[src/rtl/shift_reg_universal.sv]
// WIDTH-bit universal shift register with a q/q_bar output pair.
// Supports parallel load, clear, and multi-step shift/rotate operations behind a start/busy/done handshake.
module shift_reg_universal #(
    parameter int WIDTH = 8,
    parameter int AMT_W = 3
) (
    input  logic             clk,
    input  logic             reset_n,
    input  logic             start,
    input  logic [2:0]       op,
    input  logic [AMT_W-1:0] amount,
    input  logic [WIDTH-1:0] d,
    input  logic             s_in,
    output logic [WIDTH-1:0] q,
    output logic [WIDTH-1:0] q_bar,
    output logic             s_out,
    output logic             busy,
    output logic             done
);

    localparam logic [2:0] OP_HOLD  = 3'b000;
    localparam logic [2:0] OP_LOAD  = 3'b001;
    localparam logic [2:0] OP_SHL   = 3'b010;
    localparam logic [2:0] OP_SHR   = 3'b011;
    localparam logic [2:0] OP_ROL   = 3'b100;
    localparam logic [2:0] OP_ROR   = 3'b101;
    localparam logic [2:0] OP_ASR   = 3'b110;
    localparam logic [2:0] OP_CLEAR = 3'b111;

    typedef enum logic [1:0] {
        ST_IDLE  = 2'd0,
        ST_SHIFT = 2'd1,
        ST_DONE  = 2'd2
    } state_t;

    state_t           state_q, state_d;
    logic [AMT_W-1:0] cnt_q, cnt_d;
    logic [2:0]       op_q, op_d;
    logic [WIDTH-1:0] reg_q, reg_d;
    logic [WIDTH-1:0] reg_bar_q;
    logic             busy_q, done_q;
    logic             start_is_shift_s;

    // One single-bit step of a shift/rotate op; non-shift codes leave the value alone.
    function automatic logic [WIDTH-1:0] step_f(input logic [2:0] op_v,
                                                input logic [WIDTH-1:0] v,
                                                input logic fill);
        case (op_v)
            OP_SHL:  step_f = {v[WIDTH-2:0], fill};
            OP_SHR:  step_f = {fill, v[WIDTH-1:1]};
            OP_ROL:  step_f = {v[WIDTH-2:0], v[WIDTH-1]};
            OP_ROR:  step_f = {v[0], v[WIDTH-1:1]};
            OP_ASR:  step_f = {v[WIDTH-1], v[WIDTH-1:1]};
            default: step_f = v;
        endcase
    endfunction

    assign start_is_shift_s = (op != OP_HOLD) && (op != OP_LOAD) && (op != OP_CLEAR);

    // Next-state, counter and data-path computation.
    always_comb begin
        state_d = state_q;
        cnt_d   = cnt_q;
        op_d    = op_q;
        reg_d   = reg_q;
        case (state_q)
            ST_IDLE: begin
                if (start) begin
                    op_d = op;
                    if (start_is_shift_s && (amount != {AMT_W{1'b0}})) begin
                        cnt_d   = amount;
                        state_d = ST_SHIFT;
                    end else begin
                        cnt_d   = {AMT_W{1'b0}};
                        state_d = ST_DONE;
                        if (op == OP_LOAD) begin
                            reg_d = d;
                        end else if (op == OP_CLEAR) begin
                            reg_d = {WIDTH{1'b0}};
                        end else begin
                            reg_d = reg_q;
                        end
                    end
                end else begin
                    state_d = ST_IDLE;
                end
            end
            ST_SHIFT: begin
                reg_d = step_f(op_q, reg_q, s_in);
                cnt_d = cnt_q - AMT_W'(1);
                if (cnt_q == AMT_W'(1)) begin
                    state_d = ST_DONE;
                end else begin
                    state_d = ST_SHIFT;
                end
            end
            ST_DONE: begin
                state_d = ST_IDLE;
            end
            default: begin
                state_d = ST_IDLE;
            end
        endcase
    end

    // State and data registers; busy/done are registered from the next state so they line up with it.
    always_ff @(posedge clk or negedge reset_n) begin
        if (!reset_n) begin
            state_q   <= ST_IDLE;
            cnt_q     <= {AMT_W{1'b0}};
            op_q      <= OP_HOLD;
            reg_q     <= {WIDTH{1'b0}};
            reg_bar_q <= {WIDTH{1'b1}};
            busy_q    <= 1'b0;
            done_q    <= 1'b0;
        end else begin
            state_q   <= state_d;
            cnt_q     <= cnt_d;
            op_q      <= op_d;
            reg_q     <= reg_d;
            reg_bar_q <= ~reg_d;
            busy_q    <= (state_d != ST_IDLE);
            done_q    <= (state_d == ST_DONE);
        end
    end

    assign q     = reg_q;
    assign q_bar = reg_bar_q;
    assign busy  = busy_q;
    assign done  = done_q;
    assign s_out = ((op_q == OP_SHL) || (op_q == OP_ROL)) ? reg_q[WIDTH-1] : reg_q[0];

endmodule

[config.mk]
export PLATFORM = sky130hd
export DESIGN_NAME = shift_reg_universal
export DESIGN_NICKNAME = d
export VERILOG_FILES = /design/src/rtl/shift_reg_universal.sv
export SDC_FILE = /design/constraint.sdc
export NUM_CORES = 1
export LEC_CHECK = 0
export ABC_AREA = 1
export BUFFER_PORTS_ARGS = -buffer_cell sky130_fd_sc_hd__buf_4
export CAP_MARGIN = 20
export CORE_AREA = 4 4 63 65
export DETAILED_ROUTE_END_ITERATION = 10
export DIE_AREA = 0 0 67 69
export PLACE_DENSITY = 0.73
export REMOVE_ABC_BUFFERS = 1
export SYNTH_ARGS = -nofsm -noshare
export SYNTH_HDL_FRONTEND = slang
export SYNTH_SLANG_ARGS = --single-unit
[constraint.sdc]
create_clock -name clk -period 3.3 [get_ports clk]
set_input_delay 0.99 -clock clk [delete_from_list [all_inputs] [get_ports clk]]
set_output_delay 0.99 -clock clk [all_outputs]
set_load 0.01 [all_outputs]
After elaboration in Yosys (flattened, before gate mapping)
Index checks and enable logic that the tools add are counted.

Bits in registers: 26. Bits of input ports: 18. Output and inout bits: 19. Word-level logic and storage cells: 47.

Add/subtract/negate cells: 1. Eq/ne operators: 13. Mux-type cells: 14. Bitwise operators: 1. Reduce and logical (&&, ||, !) cells: 11.

Operators with widths (count): 8-bit case mux with 5 select lines (1); 8-bit 2-to-1 mux (4); 8-bit case mux with 2 select lines (1); 3-bit == test (second input constant) (4); 8-bit NOT (1); 3-bit by 1-bit == test with 1-bit output (second input constant) (2); 3-bit by 2-bit == test with 1-bit output (second input constant) (2); 2-bit 2-to-1 mux (3); 3-bit 2-to-1 mux (2); 3-bit case mux with 2 select lines (1); 3-bit nonzero test (2); 2-bit case mux with 2 select lines (1); 2-bit AND reduction (2); 2-bit nonzero test (2); 1-bit logical AND (3); 3-bit by 1-bit inequality test with 1-bit output (second input constant) (1); 3-bit inequality test (second input constant) (1); 3-bit by 1-bit subtractor with 3-bit output (second input constant) (1); 2-bit by 1-bit == test with 1-bit output (second input constant) (1); 2-bit == test (second input constant) (1); 2-bit zero test (1); 2-bit inequality test (second input constant) (1); 1-bit logical OR (1); 1-bit 2-to-1 mux (1).

Longest topological paths before layout
Gate-level depths: netlist of run 1.

Word-level depth: 8. Depth in mapped cells: 9. Depth with buffers taken out: 9.

Least setup slack after synthesis of run 1
Ideal clock, no wire load.

Path type: reg2out. Start point: register op_q[2]. End point: output port s_out. Arrival time: 0.938 ns. Data required time: 2.310 ns. Setup slack: 1.372 ns. Stages on the path, launching flop included: 5. Path buffers: 0. Cell sequence: dfrtp_1 inv_1 nand3_1 nand2_2 o21ai_0.

Word-level cells in the longest chain between the ends: 3. Elaborated cells between the ends (all ways): 4. Those cells by class: eq/ne (2); mux (1); reduce/logical (1).

Ends and longest elaborated chain: from (decl) (RTL line 38) `logic [2:0] op_q, op_d;`; from (signal assigned) (RTL line 119) `op_q <= op_d;`; 3-bit by 2-bit == test with 1-bit output or 3-bit == test (tied branches) (RTL line 131) `assign s_out = ((op_q == OP_SHL) || (op_q == OP_ROL)) ? reg_q[WIDTH-1] : reg_q[0];`; 1-bit logical OR (*) (RTL line 131); 1-bit 2-to-1 mux (*) (RTL line 131); to (decl) (RTL line 16) `output logic s_out,`.

Every way passes the cells marked *; elsewhere a longest branch is shown, timed or not.

Worst setup path in the final report of run 1
Start point: register op_q[0]. End point: output port s_out.

The elaborated chain is that of the path after synthesis.

==> results of run 1 <==
==> cells by family (layout without fill, tap and decap cells) <==
family                     count (synthesis)  count (layout)  synth area share (%)
and+or+nand+nor                          105             105                  32.3
AOI/OAI and AO/OA                         36              36                  13.7
buffers and inverters                     32              69                  8.19
DFF                                       26              26                  44.1
adders and majority gates                  2               2                  1.67
==> worst min-delay path, delay by kind of cell, from the launching register on <==
kind / cells / cell delay, ns
flip-flops: 1 / 0.37
AND/OR/NAND/NOR: 2 / 0.13
==> through the flow <==
step,instance area (um2),hold slack (ns),instances,util [%],total power [mW]
floorplan,1480,0.475,197,-,1.31
global placement,1820,0.489,280,54.4,1.67
detailed placement,1820,0.498,280,54.4,1.68
CTS,1840,0.533,284,55.2,1.83
global route,1840,0.554,284,55.2,1.99
finish,1840,0.526,284,55.2,1.81
==> area by class of cell <==
cell class              count  area, um2  area share (%)
inverters                  28        105            5.71
multi-input cells         143        714            38.8
flip-flops and latches     26        661            35.9
clock buffers               4       26.3            1.43
well taps                  46       57.6            3.12
repair buffers             37        278            15.1
==> final timing paths <==
path / start / endpoint / cells past startpoint
max: op_q[0] / s_out / 6
min reg2reg: cnt_q[2] / cnt_q[2] / 2
min in group asynchronous: reset_n / async pin / 1
max reg2reg: state_q[0] / cnt_q[0] / 6
max in group asynchronous: reset_n / q_bar[4] / 1
min: cnt_q[2] / cnt_q[2] / 2
==> per-layer routing <==
metal	wire length (um)	up-vias	global-route usage, %	share of wire (%)
met5	0	-	0	0
met4	21	0	4.73	0.64
met3	158	2	2.44	4.8
met2	1590	28	24.9	48
met1	1520	637	21.3	46
li1	-	732	-	-
==> placed cells by master, fill, tap and decap left out, types with 8 or more instances in the layout <==
cell / Yosys / final
buf_4: 0 / 37
dfrtp_1: 18 / 18
dfstp_2: 8 / 8
inv_1: 21 / 21
nand2_1: 64 / 64
nand3_1: 16 / 16
nor2_1: 9 / 9
o21ai_0: 20 / 20
==> power by group <==
part           internal (mW)  total [mW]  switching (mW)
combinational          0.420        1.01           0.592
clock                 0.0473       0.139          0.0916
sequential             0.516       0.655           0.139
==> summary.txt, run 1 <==
FP Rows -> 21
First-pass DRT Iterations -> 4
Bufs on Longest Clock Path -> 2
CP max stage delay -> 0.43 ns
Yosys Warn Count -> 0
Pre-CTS setup slack -> 1.16 ns
Vias post-DR -> 1399
Clock latency at the later pin of the worst-skew pair -> 0.32 ns
Cells after synthesis -> 201
Hold WC Path Type -> reg2reg
Setup TNS -> 0 ns
ANT cells -> 0
Die X -> 67 um
Power per cell area -> 981 nW/um2
Unrepaired setup endpoints after global routing -> false
Critical path arrival -> 1.48 ns
Area Growth Syn to Fin -> 23.0%
Antenna violations before repair -> 0
Global-route wire length before repair -> 5810 um
Worst slew pin tran -> 0.469 ns
Clk_skew -> 0.0138 ns
Min cycle time layout -> 2.47 ns
Top-count cell post-synth -> nand2_1
Vias per cell -> 4.93
Synth cell types -> 24
Number of routed nets with antenna violations -> 0
Synth top area cells -> dfrtp_1 30%, nand2_1 16%, dfstp_2 14%
Area leader, netlist -> dfrtp_1
Commonest cells in the netlist -> 64 x nand2_1, 21 x inv_1, 20 x o21ai_0
Relative slew slack -> 68.7%
Total Routing Usage GR -> 15.6%
Vias in the first global route -> 1310
DRC Markers -> 0
Worst reg-to-reg setup slack -> 1.73 ns
Ports -> 37
Worst Slack Setup Final -> 0.831 ns
Seq/Total Area, Yosys -> 44.1%
Clock transition at the registers of the reported paths -> 0.14 ns
Final number of max-transition violations -> 0
Hold_buf cts -> 0
DR iter-0 viols -> 54
Clock Tree Root -> clkbuf_4
Die span in y -> 69 um
Setup CP Type -> reg2out
Final setup viols -> 0
Largest net degree at the start of global routing -> 27
Synthesized area -> 1500 um2
Final nets -> 259
Fillers -> 342
CP max-delay cell -> dfrtp_1
Fin. Hold Viols -> 0
CTS H-Tree Depth -> 1
Gp weighted congestion -> 0.812
CP Data Required Time -> 2.31 ns
CP Capture Type -> primary output
Layout cells sized above 1 -> 28.2%
Crit path buf inv count -> 2
DP HPWL -> 2470 um
CP delay by family, top -> flip-flops
Synth async-reset ratio -> 100%
Remaining global-route overflow -> 0
Post-CTS Setup Bufs -> 0
Ys flop type -> dfrtp_1
Final Cycle Share -> 74.8%
Maximum VDD drop -> 0.000355 V
DRT Wirelength -> 3290 um
Critical-path maximum fanout -> 6
Fmax -> 405 MHz
Core area -> 3340 um2
Syn_area_per_cell -> 7.45 um2
Maxcap violations -> 0
CTS tree -> done
Clock Sinks -> 26
Synthesized flop and latch total -> 26
CTS Buf Count -> 3
Number of synthesized flops with an enable pin -> 0
IO Port Bufs -> 36
CTS resizes -> 0
Startpoint types -> flip-flop
Cell-by-cell trace of the critical path -> inv_1 > nand3_1 > nand2_2 > nand2_1 > o21ai_0 > buf_4
Share of the synthesized area in the top cell type -> 30.1%
Outcome -> complete, no violations
Initial Util -> 44.9%
Leakage Power -> 0.980 nW
Die footprint -> 4620 um2
Post-DR wirelength/cell -> 11.6 um
No activity file was read; power rests on OpenSTA's default activity.
==> run 2, diff against run 1 <==
==> constraint.sdc (replaced) <==
create_clock -name clk -period 2.5 [get_ports clk]
set_input_delay 0.75 -clock clk [delete_from_list [all_inputs] [get_ports clk]]
set_output_delay 0.75 -clock clk [all_outputs]
set_load 0.01 [all_outputs]
==> summary.txt, run 2 (synthesis gave the netlist of run 1 again) <==
Unrepaired setup endpoints after global routing -> false
Remaining global-route overflow -> 0
Total Routing Usage GR -> 15.7%
IO Port Bufs -> 36
Setup TNS -> 0 ns
Final number of max-transition violations -> 0
CTS resizes -> 0
Die footprint -> 4620 um2
Fmax -> 454 MHz
Total power -> 2.42 mW
DRC Markers -> 0
Core area -> 3340 um2
CP Capture Type -> primary output
Antenna violations before repair -> 0
Post-CTS Setup Bufs -> 0
Critical path arrival -> 1.45 ns
Die X -> 67 um
Maxcap violations -> 0
CP Data Required Time -> 1.75 ns
Switching Share -> 45.3%
Commonest non-fill, non-tap cell in the layout -> nand2_1
Area Growth Syn to Fin -> 23.6%
Final Cycle Share -> 88.1%
Clock share of power -> 8.9%
Clk_skew -> 0.00257 ns
FP Rows -> 21
NetSw -> 1.09 mW
Ports -> 37
Number of routed nets with antenna violations -> 0
ANT cells -> 0
Clock latency at the later pin of the worst-skew pair -> 0.32 ns
Clock transition at the registers of the reported paths -> 0.14 ns
Gp weighted congestion -> 0.807
Internal power -> 1.32 mW
Hold WC Path Type -> in2async
CTS Buf Count -> 3
CTS tree -> done
CTS H-Tree Depth -> 1
# placed instances -> 280
Largest net degree at the start of global routing -> 27
Startpoint types -> flip-flop
Hold_buf cts -> 0
Final nets -> 259
Bufs on Longest Clock Path -> 2
Outcome -> complete, no violations
Setup CP Type -> reg2out
Layout cells sized above 1 -> 28.6%
Most frequent cells in the layout -> 64 x nand2_1, 37 x buf_4, 21 x inv_1
Leakage Power -> 0.986 nW
Relative slew slack -> 67.3%
Power per cell area -> 1310 nW/um2
DP HPWL -> 2490 um
DRT Wirelength -> 3370 um
Global-route wire length before repair -> 5780 um
Post-DR wirelength/cell -> 11.9 um
Critical-path maximum fanout -> 6
Min cycle time layout -> 2.20 ns
Layout Cells excl Fill -> 284
Clock Tree Root -> clkbuf_4
First-pass DRT Iterations -> 4
Vias per cell -> 5.00
Maximum VDD drop -> 0.000463 V
Clock Sinks -> 26
Die span in y -> 69 um
Fin. Hold Viols -> 0
Comb pwr share -> 55.3%
Initial Util -> 44.9%
Vias post-DR -> 1421
Vias in the first global route -> 1283
Seq pwr share -> 35.8%
DR iter-0 viols -> 73
Worst slew pin tran -> 0.490 ns
Final setup viols -> 0
run 2: cell counts in the layout (fill, tap and decap cells not counted):
Identical to the previous run, type by type.
run 2: area by class of cell:
| cell class | instances | area, um2 |
|---|---|---|
| fillers | 341 | 1490 |
| multi-input cells | 143 | 714 |
| flip-flops and latches | 26 | 661 |
| repair buffers | 37 | 278 |
| inverters | 28 | 105 |
| well taps | 46 | 57.6 |
| clock buffers | 4 | 36.3 |
run 2: power groups by stage:
stage | clock network (mW) | logic (mW) | registers, mW
final | 0.216 | 1.34 | 0.865
after global routing | 0.241 | 1.54 | 0.892
after CTS | 0.224 | 1.36 | 0.864
after detailed placement | 0 | 1.36 | 0.872
after global placement | 0 | 1.33 | 0.871
after floorplan | 0 | 0.819 | 0.913
run 2: critical path, cell delays in order (launching register included):
cell,delay (ns)
dfrtp_1,0.43
inv_1,0.15
nand3_1,0.11
nand2_2,0.14
nand2_1,0.06
o21ai_0,0.09
buf_4,0.15
run 2: routing by layer:
layer	share of wire (%)	global-route usage, %	routed length (um)
met2	48	24.8	1610
met5	0	0	0
met3	5.0	2.11	170
met1	46	21.8	1530
met4	1.5	5.63	51
run 2: final timing paths:
| path | end | slack (ns) | startpoint | depth (start not counted) |
|---|---|---|---|---|
| worst max-delay path | s_out | 0.30 | op_q[0] | 6 |
| worst min-delay path | async pin | 0.30 | reset_n | 1 |
| worst max register to register | cnt_q[0] | 0.91 | state_q[0] | 6 |
| worst min register to register | cnt_q[2] | 0.53 | cnt_q[2] | 2 |
| max in group asynchronous | q_bar[5] | 1.90 | reset_n | 1 |
| min in group clk | cnt_q[2] | 0.53 | cnt_q[2] | 2 |
run 2: metrics by stage:
stage               setup slack (ns)  area, um2  util [%]  hold slack (ns)
detailed placement             0.584       1820      54.4            0.498
CTS                            0.305       1850      55.5            0.314
global route                   0.203       1850      55.5            0.303
global placement               0.640       1820      54.4            0.490
finish                         0.298       1850      55.5            0.301
floorplan                      0.812       1480         -            0.454
==> run 3, diff against run 2 <==
==> constraint.sdc (replaced) <==
create_clock -name clk -period 2.52 [get_ports clk]
set_input_delay 0.756 -clock clk [delete_from_list [all_inputs] [get_ports clk]]
set_output_delay 0.756 -clock clk [all_outputs]
set_load 0.01 [all_outputs]
==> summary.txt, run 3 (synthesis gave the netlist of run 1 again) <==
Clock latency at the later pin of the worst-skew pair -> 0.32 ns
Clk_skew -> 0.0132 ns
CP Data Required Time -> 1.76 ns
CTS resizes -> 0
Clock Sinks -> 26
ANT cells -> 0
First-pass DRT Iterations -> 4
Vias post-DR -> 1431
DRT Wirelength -> 3330 um
Largest net degree at the start of global routing -> 27
Global-route wire length before repair -> 5770 um
CTS Buf Count -> 3
Final setup viols -> 0
CP max-delay cell -> dfrtp_1
Final number of max-transition violations -> 0
Post-CTS Setup Bufs -> 0
Hold WC Path Type -> in2async
Post-DR wirelength/cell -> 11.7 um
Vias in the first global route -> 1332
FP Rows -> 21
Startpoint types -> flip-flop
Gp weighted congestion -> 0.798
Vias per cell -> 5.04
Hold_buf cts -> 0
Layout cells sized above 1 -> 28.6%
Fmax -> 452 MHz
Fin. Hold Viols -> 0
Cell-by-cell trace of the critical path -> inv_1 > nand3_1 > nand2_2 > nand2_1 > o21ai_0 > buf_4
CP Capture Type -> primary output
CTS tree -> done
IO Port Bufs -> 36
Die footprint -> 4620 um2
Worst Slack Setup Final -> 0.306 ns
Commonest non-fill, non-tap cell in the layout -> nand2_1
Remaining global-route overflow -> 0
Unrepaired setup endpoints after global routing -> false
Number of routed nets with antenna violations -> 0
Ports -> 37
Most frequent cells in the layout -> 64 x nand2_1, 37 x buf_4, 21 x inv_1
Critical-path maximum fanout -> 6
Core area -> 3340 um2
Maxcap violations -> 0
Final Cycle Share -> 87.9%
Clock Tree Root -> clkbuf_4
Bufs on Longest Clock Path -> 2
Area Growth Syn to Fin -> 23.6%
Setup CP Type -> reg2out
Final nets -> 259
Power per cell area -> 1300 nW/um2
DRC Markers -> 0
DR iter-0 viols -> 81
Leakage Power -> 0.986 nW
Setup TNS -> 0 ns
CP max stage delay -> 0.43 ns
Relative slew slack -> 68.6%
Worst slew pin tran -> 0.470 ns
Outcome -> complete, no violations
Antenna violations before repair -> 0
Clock transition at the registers of the reported paths -> 0.15 ns
Min cycle time layout -> 2.21 ns
Initial Util -> 44.9%
Critical path arrival -> 1.46 ns
Die span in y -> 69 um
CTS H-Tree Depth -> 1
Maximum VDD drop -> 0.000489 V
Total Routing Usage GR -> 15.4%
Pre-CTS setup slack -> 0.603 ns
DP HPWL -> 2520 um
Die X -> 67 um
run 3: layout make-up:
| class | instances | area (um2) |
|---|---|---|
| Sequential cell | 26 | 661 |
| Timing Repair Buffer | 37 | 278 |
| Multi-Input combinational cell | 143 | 714 |
| Fill cell | 328 | 1490 |
| Tap cell | 46 | 57.6 |
| Clock buffer | 4 | 36.3 |
| Inverter | 28 | 105 |
run 3: report_power, final:
| part | internal [mW] | switching, mW |
|---|---|---|
| sequential | 0.676 | 0.183 |
| combinational | 0.550 | 0.777 |
| clock | 0.0883 | 0.123 |
run 3: metrics by stage:
step                utilization [%]  hold WS [ns]  std cells  instance area, um2  power [mW]
finish                         55.5         0.303        284                1850        2.40
CTS                            55.5         0.309        284                1850        2.43
detailed placement             54.4         0.514        280                1820        2.21
floorplan                         -         0.460        197                1480        1.72
global route                   55.5         0.309        284                1850        2.65
global placement               54.4         0.490        280                1820        2.18
run 3: path summary, 6_finish.rpt:
| kind | start | to | slack [ns] | depth (start not counted) |
|---|---|---|---|---|
| worst max-delay path | op_q[0] | s_out | 0.31 | 6 |
| min in group clk | cnt_q[2] | cnt_q[2] | 0.55 | 2 |
| worst min register to register | cnt_q[2] | cnt_q[2] | 0.55 | 2 |
| worst max register to register | state_q[0] | cnt_q[0] | 0.94 | 6 |
| max in group asynchronous | reset_n | q_bar[5] | 1.91 | 1 |
| worst min-delay path | reset_n | async pin | 0.30 | 1 |
run 3: metal layers:
metal | GRT usage (%) | share of wire (%) | wire length, um
met4 | 4.05 | 1.1 | 35
met3 | 2.11 | 4.9 | 163
met2 | 24.8 | 47 | 1580
met1 | 21.4 | 47 | 1550
met5 | 0 | 0 | 0
run 3: worst max-delay path: cells and delay by family, from the launching register on:
family / cells / cell delay, ns
flip-flops: 1 / 0.43
buffers and inverters: 2 / 0.31
AND/OR/NAND/NOR: 3 / 0.31
AO/OA/AOI/OAI: 1 / 0.09
